$ cat src/rtl/data_break_ctrl.sv
// Single-channel data-break front end: CA/WC registers, break handshake with state_machine, block completion.
// Optional interrupt output int_req_db is built when DB_OVERFLOW_INT_EN is defined.
module data_break_ctrl #(
  parameter int         FIELD_W   = 3,
  parameter int         TIMEOUT   = 255,
  parameter logic [4:0] DB0_STATE = 5'd8,
  parameter logic [4:0] DB1_STATE = 5'd9
) (
  input  logic               clk,
  input  logic               reset,
  input  logic [4:0]         state,
  input  logic               ld_ca,
  input  logic               ld_wc,
  input  logic [11:0]        ld_data,
  input  logic [FIELD_W-1:0] ld_field,
  input  logic               dir_to_disk,
  input  logic               dev_req,
  input  logic [11:0]        dev_wdata,
  input  logic [11:0]        mem_rdata,
  output logic               data_break,
  output logic               to_disk,
  output logic [11:0]        db_addr,
  output logic [FIELD_W-1:0] db_field,
  output logic [11:0]        db_wdata,
  output logic               dev_ack,
  output logic [11:0]        dev_rdata,
  output logic               busy,
  output logic               done,
`ifdef DB_OVERFLOW_INT_EN
  output logic               int_req_db,
`endif
  output logic               db_timeout
);

  typedef enum logic [2:0] {IDLE, REQ, XFER0, XFER1, DONE_CHK} fsm_t;

  localparam int CNT_W = $clog2(TIMEOUT + 1);

  fsm_t               fsm, fsm_nxt;
  logic [CNT_W-1:0]   to_cnt;
  logic [11:0]        ca, wc;
  logic [FIELD_W-1:0] field;
  logic               dir;
  logic               accept, timeout_hit;

  assign accept      = (fsm == IDLE) && dev_req && busy;
  assign timeout_hit = (fsm == REQ) && (state != DB0_STATE) &&
                       (to_cnt == CNT_W'(TIMEOUT - 1));
  assign db_addr     = ca;
  assign db_field    = field;

  always_ff @(posedge clk or posedge reset) begin
    if (reset) fsm <= IDLE;
    else       fsm <= fsm_nxt;
  end

  always_comb begin
    fsm_nxt = fsm;
    case (fsm)
      IDLE:     if (accept) fsm_nxt = REQ;
      REQ:      if (state == DB0_STATE) fsm_nxt = XFER0;
                else if (timeout_hit)   fsm_nxt = IDLE;
      XFER0:    if (state == DB1_STATE) fsm_nxt = XFER1;
      XFER1:    fsm_nxt = DONE_CHK;
      DONE_CHK: fsm_nxt = IDLE;
      default:  fsm_nxt = IDLE;
    endcase
  end

  always_comb begin
    data_break = (fsm == REQ) || (fsm == XFER0);
    to_disk    = dir && ((fsm == REQ) || (fsm == XFER0) || (fsm == XFER1));
    dev_ack    = (fsm == XFER1);
  end

  always_ff @(posedge clk or posedge reset) begin
    if (reset) begin
      ca         <= '0;
      wc         <= '0;
      field      <= '0;
      dir        <= 1'b0;
      busy       <= 1'b0;
      done       <= 1'b0;
      db_timeout <= 1'b0;
      db_wdata   <= '0;
      dev_rdata  <= '0;
      to_cnt     <= '0;
`ifdef DB_OVERFLOW_INT_EN
      int_req_db <= 1'b0;
`endif
    end else begin
      if (fsm == IDLE) begin
        if (ld_ca) begin
          ca    <= ld_data;
          field <= ld_field;
        end
        if (ld_wc) begin
          wc         <= ld_data;
          busy       <= (ld_data != 12'd0);
          done       <= 1'b0;
          db_timeout <= 1'b0;
          dir        <= dir_to_disk;
`ifdef DB_OVERFLOW_INT_EN
          int_req_db <= 1'b0;
`endif
        end
      end
      if (accept) begin
        db_wdata <= dev_wdata;
        to_cnt   <= '0;
      end
      if (fsm == REQ) to_cnt <= to_cnt + 1'b1;
      if (timeout_hit) db_timeout <= 1'b1;
      // Capture on the DB1 cycle itself so dev_rdata is already valid alongside dev_ack.
      if ((fsm == XFER0) && (state == DB1_STATE) && dir) dev_rdata <= mem_rdata;
      if (fsm == XFER1) begin
        ca <= ca + 12'd1;
        wc <= wc + 12'd1;
      end
      if ((fsm == DONE_CHK) && (wc == 12'd0)) begin
        done <= 1'b1;
        busy <= 1'b0;
`ifdef DB_OVERFLOW_INT_EN
        int_req_db <= 1'b1;
`endif
      end
    end
  end

endmodule

$ cat config.mk
export PLATFORM = sky130hd
export DESIGN_NAME = data_break_ctrl
export DESIGN_NICKNAME = d
export VERILOG_FILES = /design/src/rtl/data_break_ctrl.sv
export SDC_FILE = /design/constraint.sdc
export NUM_CORES = 1
export LEC_CHECK = 0
export CORE_MARGIN = 5
export CORE_UTILIZATION = 48
export CTS_CLUSTER_SIZE = 14
export DETAILED_ROUTE_END_ITERATION = 10
export MAX_ROUTING_LAYER = met4
export PLACE_DENSITY = 0.81
export SLEW_MARGIN = 5
export SYNTH_ARGS = -nofsm -noshare
export SYNTH_HDL_FRONTEND = slang
export SYNTH_SLANG_ARGS = --single-unit
$ cat constraint.sdc
create_clock -name clk -period 2.5 [get_ports clk]
set_input_delay 0.25 -clock clk [delete_from_list [all_inputs] [get_ports clk]]
set_output_delay 0.25 -clock clk [all_outputs]
set_load 0.03 [all_outputs]
Word level (Yosys, flattened, before mapping)
Index checks and enable logic that the tools add are counted.

cells by class
  add/subtract/negate cells = 3
  eq/ne operators = 11
  multiplexer cells = 20
  reduce and logical (&&, ||, !) cells = 28

operators with widths
  operator               number
  $mux 12                6
  $add 12x1->12 const B  2
  $mux 8                 2
  $reduce_bool 2->1      8
  $logic_not 12->1       1
  $mux 3                 4
  $pmux 3 s4             1
  $reduce_and 2->1       6
  $reduce_bool 12->1     1
  $eq 5x4->1 const B     2
  $add 8x1->8 const B    1
  $eq 8x8->1 const B     1
  $logic_and 1x1->1      8
  $mux 1                 7
  $eq 3x2->1 const B     2
  $ne 5x4->1 const B     1
  $ne 2x2->1 const B     2
  $eq 3x1->1 const B     1
  $eq 3x3->1 const B     1
  $logic_not 3->1        1
  $ne 3x3->1 const B     1
  $reduce_and 3->1       1
  $logic_or 1x1->1       2

word-level totals
  bits in registers = 66
  bits of input ports = 50
  output and inout port bits = 45
  word-level logic and storage cells = 73

Longest topological paths before layout
  depth after elaboration = 6
  mapped depth = 6
  mapped depth without buffers = 6

Least setup slack after synthesis
OpenSTA, ideal clock, no wires.

  path type = flip-flop to flip-flop
  start point = register ca[3], in the netlist db_addr[3]
  end point = register ca[10], in the netlist db_addr[10]
  setup time = 0.120 ns
  data arrival time = 1.571 ns
  data required time = 2.380 ns
  setup slack = 0.809 ns
  stages on the path, launching flop included = 4
  buffers on the path = 0
  clock period less this slack = 1.691 ns
  cells stage by stage = dfrtp_1 > nand4_1 > or4_1 > a31o_2

on the way
  longest elaborated chain between the ends = 2

ends and longest elaborated chain
  what                      line  text
  start: declaration        41    logic [11:0] ca, wc;
  start signal: assignment  94    ca <= ld_data;
  start signal: assignment  117   ca <= ca + 12'd1;
  $add 12x1->12             117
  $mux 12                   116   if (fsm == XFER1) begin

Every way passes these cells.
A chain may end at the register's enable or synchronous reset.

Final worst setup path
  start point = register fsm[2]
  end point = output port to_disk

on the way
  longest elaborated chain between the ends = 4
  elaborated cells on any way between the ends = 6
  those cells by class = eq/ne (3); reduce/logical (3)

ends and longest elaborated chain
  what                                             line  text
  start: declaration                               39    fsm_t fsm, fsm_nxt;
  start signal: assignment                         54    else fsm <= fsm_nxt;
  $eq 3x1->1 / $eq 3x2->1 (equally long branches)  72    to_disk = dir && ((fsm == REQ) || (fsm == XFER0) || (fsm == XFER1));
  $logic_or 1x1->1                                 72
  $logic_or 1x1->1 *                               72
  $logic_and 1x1->1 *                              72
  end: declaration                                 21    output logic to_disk,

Mark *: on every way between the ends. The rest lies on a longest branch, timed or not.

==> results.toml <==
[sta]
rsz0062_at_grt = "false"
slew_headroom_pct = 58.6
clock_skew_ns = 0.00810
worstMarginPinSlew_ns = 0.618
min_period_ns = 2.33
drv_slew = 0
setup_viol = 0
fin_crit_sh_pct = 93.2
fin_tns_setup_ns = 0
max_clock_freq_mhz = 429
hold_viol_final = 0

[global_route]
grt_busiest_layer = "met2"
gr-usage-met3_pct = 5.61
grt_pass1_wl_mm = 14.6
met2_usage_pct = 36.4
gr-usage-all-layers_pct = 22.0
first_global_vias = 2988
antenna_found_initial = 0
grt_max_degree = 55
gr-total-overflow = 0
grt.met1_usage_pct = 27.6

[die]
core_area_sq_um = 6720
rows = 30
die-area_sq_um = 8600
pin_count = 95
initial_core_util_pct = 48.9
die_x_um = 92.7
die_y_um = 92.7

[yosys]
ys_warn_count = 0
synth_top_family_by_area = "simple AND/OR/NAND/NOR gates"
syn_area_per_cell_sq_um = 9.75
syn_inst = 337
async_flop_share_pct = 100
yosysUniqueCellTypes = 52
netlist_area_sq_um = 3290
synth-simple-area-share_pct = 25.5
synth_top_area_cell = "dfrtp_1"
synth_mux_area_share_pct = 4.11
synth.top_cells.by_area = "dfrtp_1, nand2_1, mux2_2, nor2_1, a21oi_1"
synth_fa_ha_area_share_pct = 1.90
synth_compound_area_share_pct = 13.3
synth-xor-area-share_pct = 0.800
synth_seq_area_share_pct = 50.3
synth-seq-cells = 66
synth-edff-count = 0
synth_top_cell_area_share_pct = 50.3
synth_nets = 392
synthFlopType = "dfrtp_1"

[layout]
utilization_pct = 67.4
layout_commonest_cell = "clkdlybuf4s50_1"
layout.nets = 492
area_growth_pct = 37.8
layout-drive-gt1-share_pct = 12.2
mostFrequentLayoutCells = "clkdlybuf4s50_1, nand2_1, dfrtp_1, nor2_1"
diodes = 0

[route]
wl_mm = 8.95
drt-pass1-iter-count = 4
ant_nets = 0
drc_errors = 0
vias = 3003
vias_per_cell = 5.75
dr.first_iter.drc_count = 165
wl_per_cell_um = 17.1

[clocking]
cts-root-buf = "clkbuf_8"
numCtsBuffers = 9
clk_pin_slew_ns = 0.07
cts_hold_buf = 0
cts_tree = "yes"
cts_max_level = 3
clkLatencyLatePin_ns = 0.34
cts_sinks = 66
clk_path_buf_depth = 2

[setup_path]
start_kind = "flop"
cp_max_fo = 10
arrival_ns = 2.08
cp.required_ns = 2.25
worstSetupPathType = "reg2out"
slowest_delay_ns = 0.71
path_cells = "buf_4 -> nand2b_1 -> nor2_1 -> clkdlybuf4s50_1"
endpoint_kind = "output port"
slowest_stage = "clkdlybuf4s50_1"

[power_and_ir_drop]
ir_worst_vdd_uv = 692
p_leak_nw = 1.97
powerDensity_nw_per_um2 = 1080
total_power_mw = 4.87

[placed_design]
port-buffer-count = 94
dp_hpwl_mm = 6.47
place_congestion = 0.893

[job]
drv_cap = 0

[worst_hold_path]
min_path_type = "in2async"

[outcome]
outcome = "completed"
[layout make-up]
class	instances	area, sq um
Fill cell	531	2190
Sequential cell	66	1650
Multi-Input combinational cell	244	1500
Timing Repair Buffer	103	1020
Clock buffer	12	155
Tap cell	80	100
Clock inverter	4	50.0
Inverter	13	48.8
[critical path: cells and delay by family, from the launching register on]
family,cells,cell delay [ns]
flops,1,0.52
buf+inv,2,0.94
simple gates,2,0.28
[state kept, by name, summed over array words and instances, names as in the netlist]
| signal | flops |
|---|---|
| busy | 1 |
| db_addr | 12 |
| db_field | 3 |
| db_timeout | 1 |
| db_wdata | 12 |
| dev_rdata | 12 |
| dir | 1 |
| done | 1 |
| fsm | 3 |
| to_cnt | 8 |
| wc | 12 |
[metal layers]
metal / routed length (um) / share of wire (%)
met5: 0 / 0
met4: 55 / 0.61
met3: 572 / 6.4
met2: 4460 / 50
met1: 3870 / 43
[cells by family after synthesis]
family,Yosys count
mux,12
simple gates,160
fa+ha+maj,5
buf+inv,27
compound gates,64
xor+xnor,3
flops,66
[where the power goes]
group / switching, mW / internal, mW
logic: 1.22 / 0.869
registers: 0.406 / 1.45
clock network: 0.415 / 0.514
[final timing paths]
path                                         start                        to  slack, ns  depth (start not counted)
max                             fsm[2]$_DFFE_PP0P_                   to_disk       0.17                          4
min                                          reset  dev_rdata[8]$_DFFE_PP0P_       0.18                          2
max reg2reg                     fsm[2]$_DFFE_PP0P_     to_cnt[5]$_DFFE_PP0P_       0.52                          4
min reg2reg                db_field[0]$_DFFE_PP0P_   db_field[0]$_DFFE_PP0P_       0.48                          2
max in group asynchronous                    reset        fsm[1]$_DFFE_PP0P_       1.71                          3
min in group clk                       ld_field[0]   db_field[0]$_DFFE_PP0P_       0.44                          3
[synth_stat cells (all sizes together) (2+ instances only)]
| library cell | instances |
|---|---|
| a211oi | 5 |
| a21oi | 13 |
| a22oi | 2 |
| a311oi | 4 |
| a31oi | 5 |
| a41oi | 2 |
| buf | 10 |
| clkbuf | 4 |
| dfrtp | 66 |
| ha | 5 |
| inv | 13 |
| mux2 | 12 |
| nand2 | 75 |
| nand2b | 4 |
| nand3 | 12 |
| nand4 | 8 |
| nor2 | 28 |
| nor3 | 9 |
| nor4 | 9 |
| nor4b | 3 |
| o21ai | 14 |
| o22ai | 3 |
| o31ai | 2 |
| o32ai | 7 |
| or2 | 2 |
| or4 | 2 |
| or4b | 2 |
| xor2 | 2 |
[stage by stage]
stage | cells | worst slack (ns) | hold WS, ns | instance area, sq um
finish | 522 | 0.171 | 0.177 | 4530
floorplan | 337 | 0.595 | 0.355 | 3290
detailed placement | 506 | 0.400 | 0.461 | 4320
CTS | 522 | 0.103 | 0.176 | 4520
global placement | 506 | 0.443 | 0.458 | 4320
global route | 522 | 0.0864 | 0.197 | 4530
[what timing repair did]
| item | 4_1_cts | 5_1_grt |
|---|---|---|
| setup endpoints to repair | 0 | 1 |
| buffers inserted | 0 | 0 |
| resized for setup | 0 | 2 |
(Power assumes the default switching activity.)
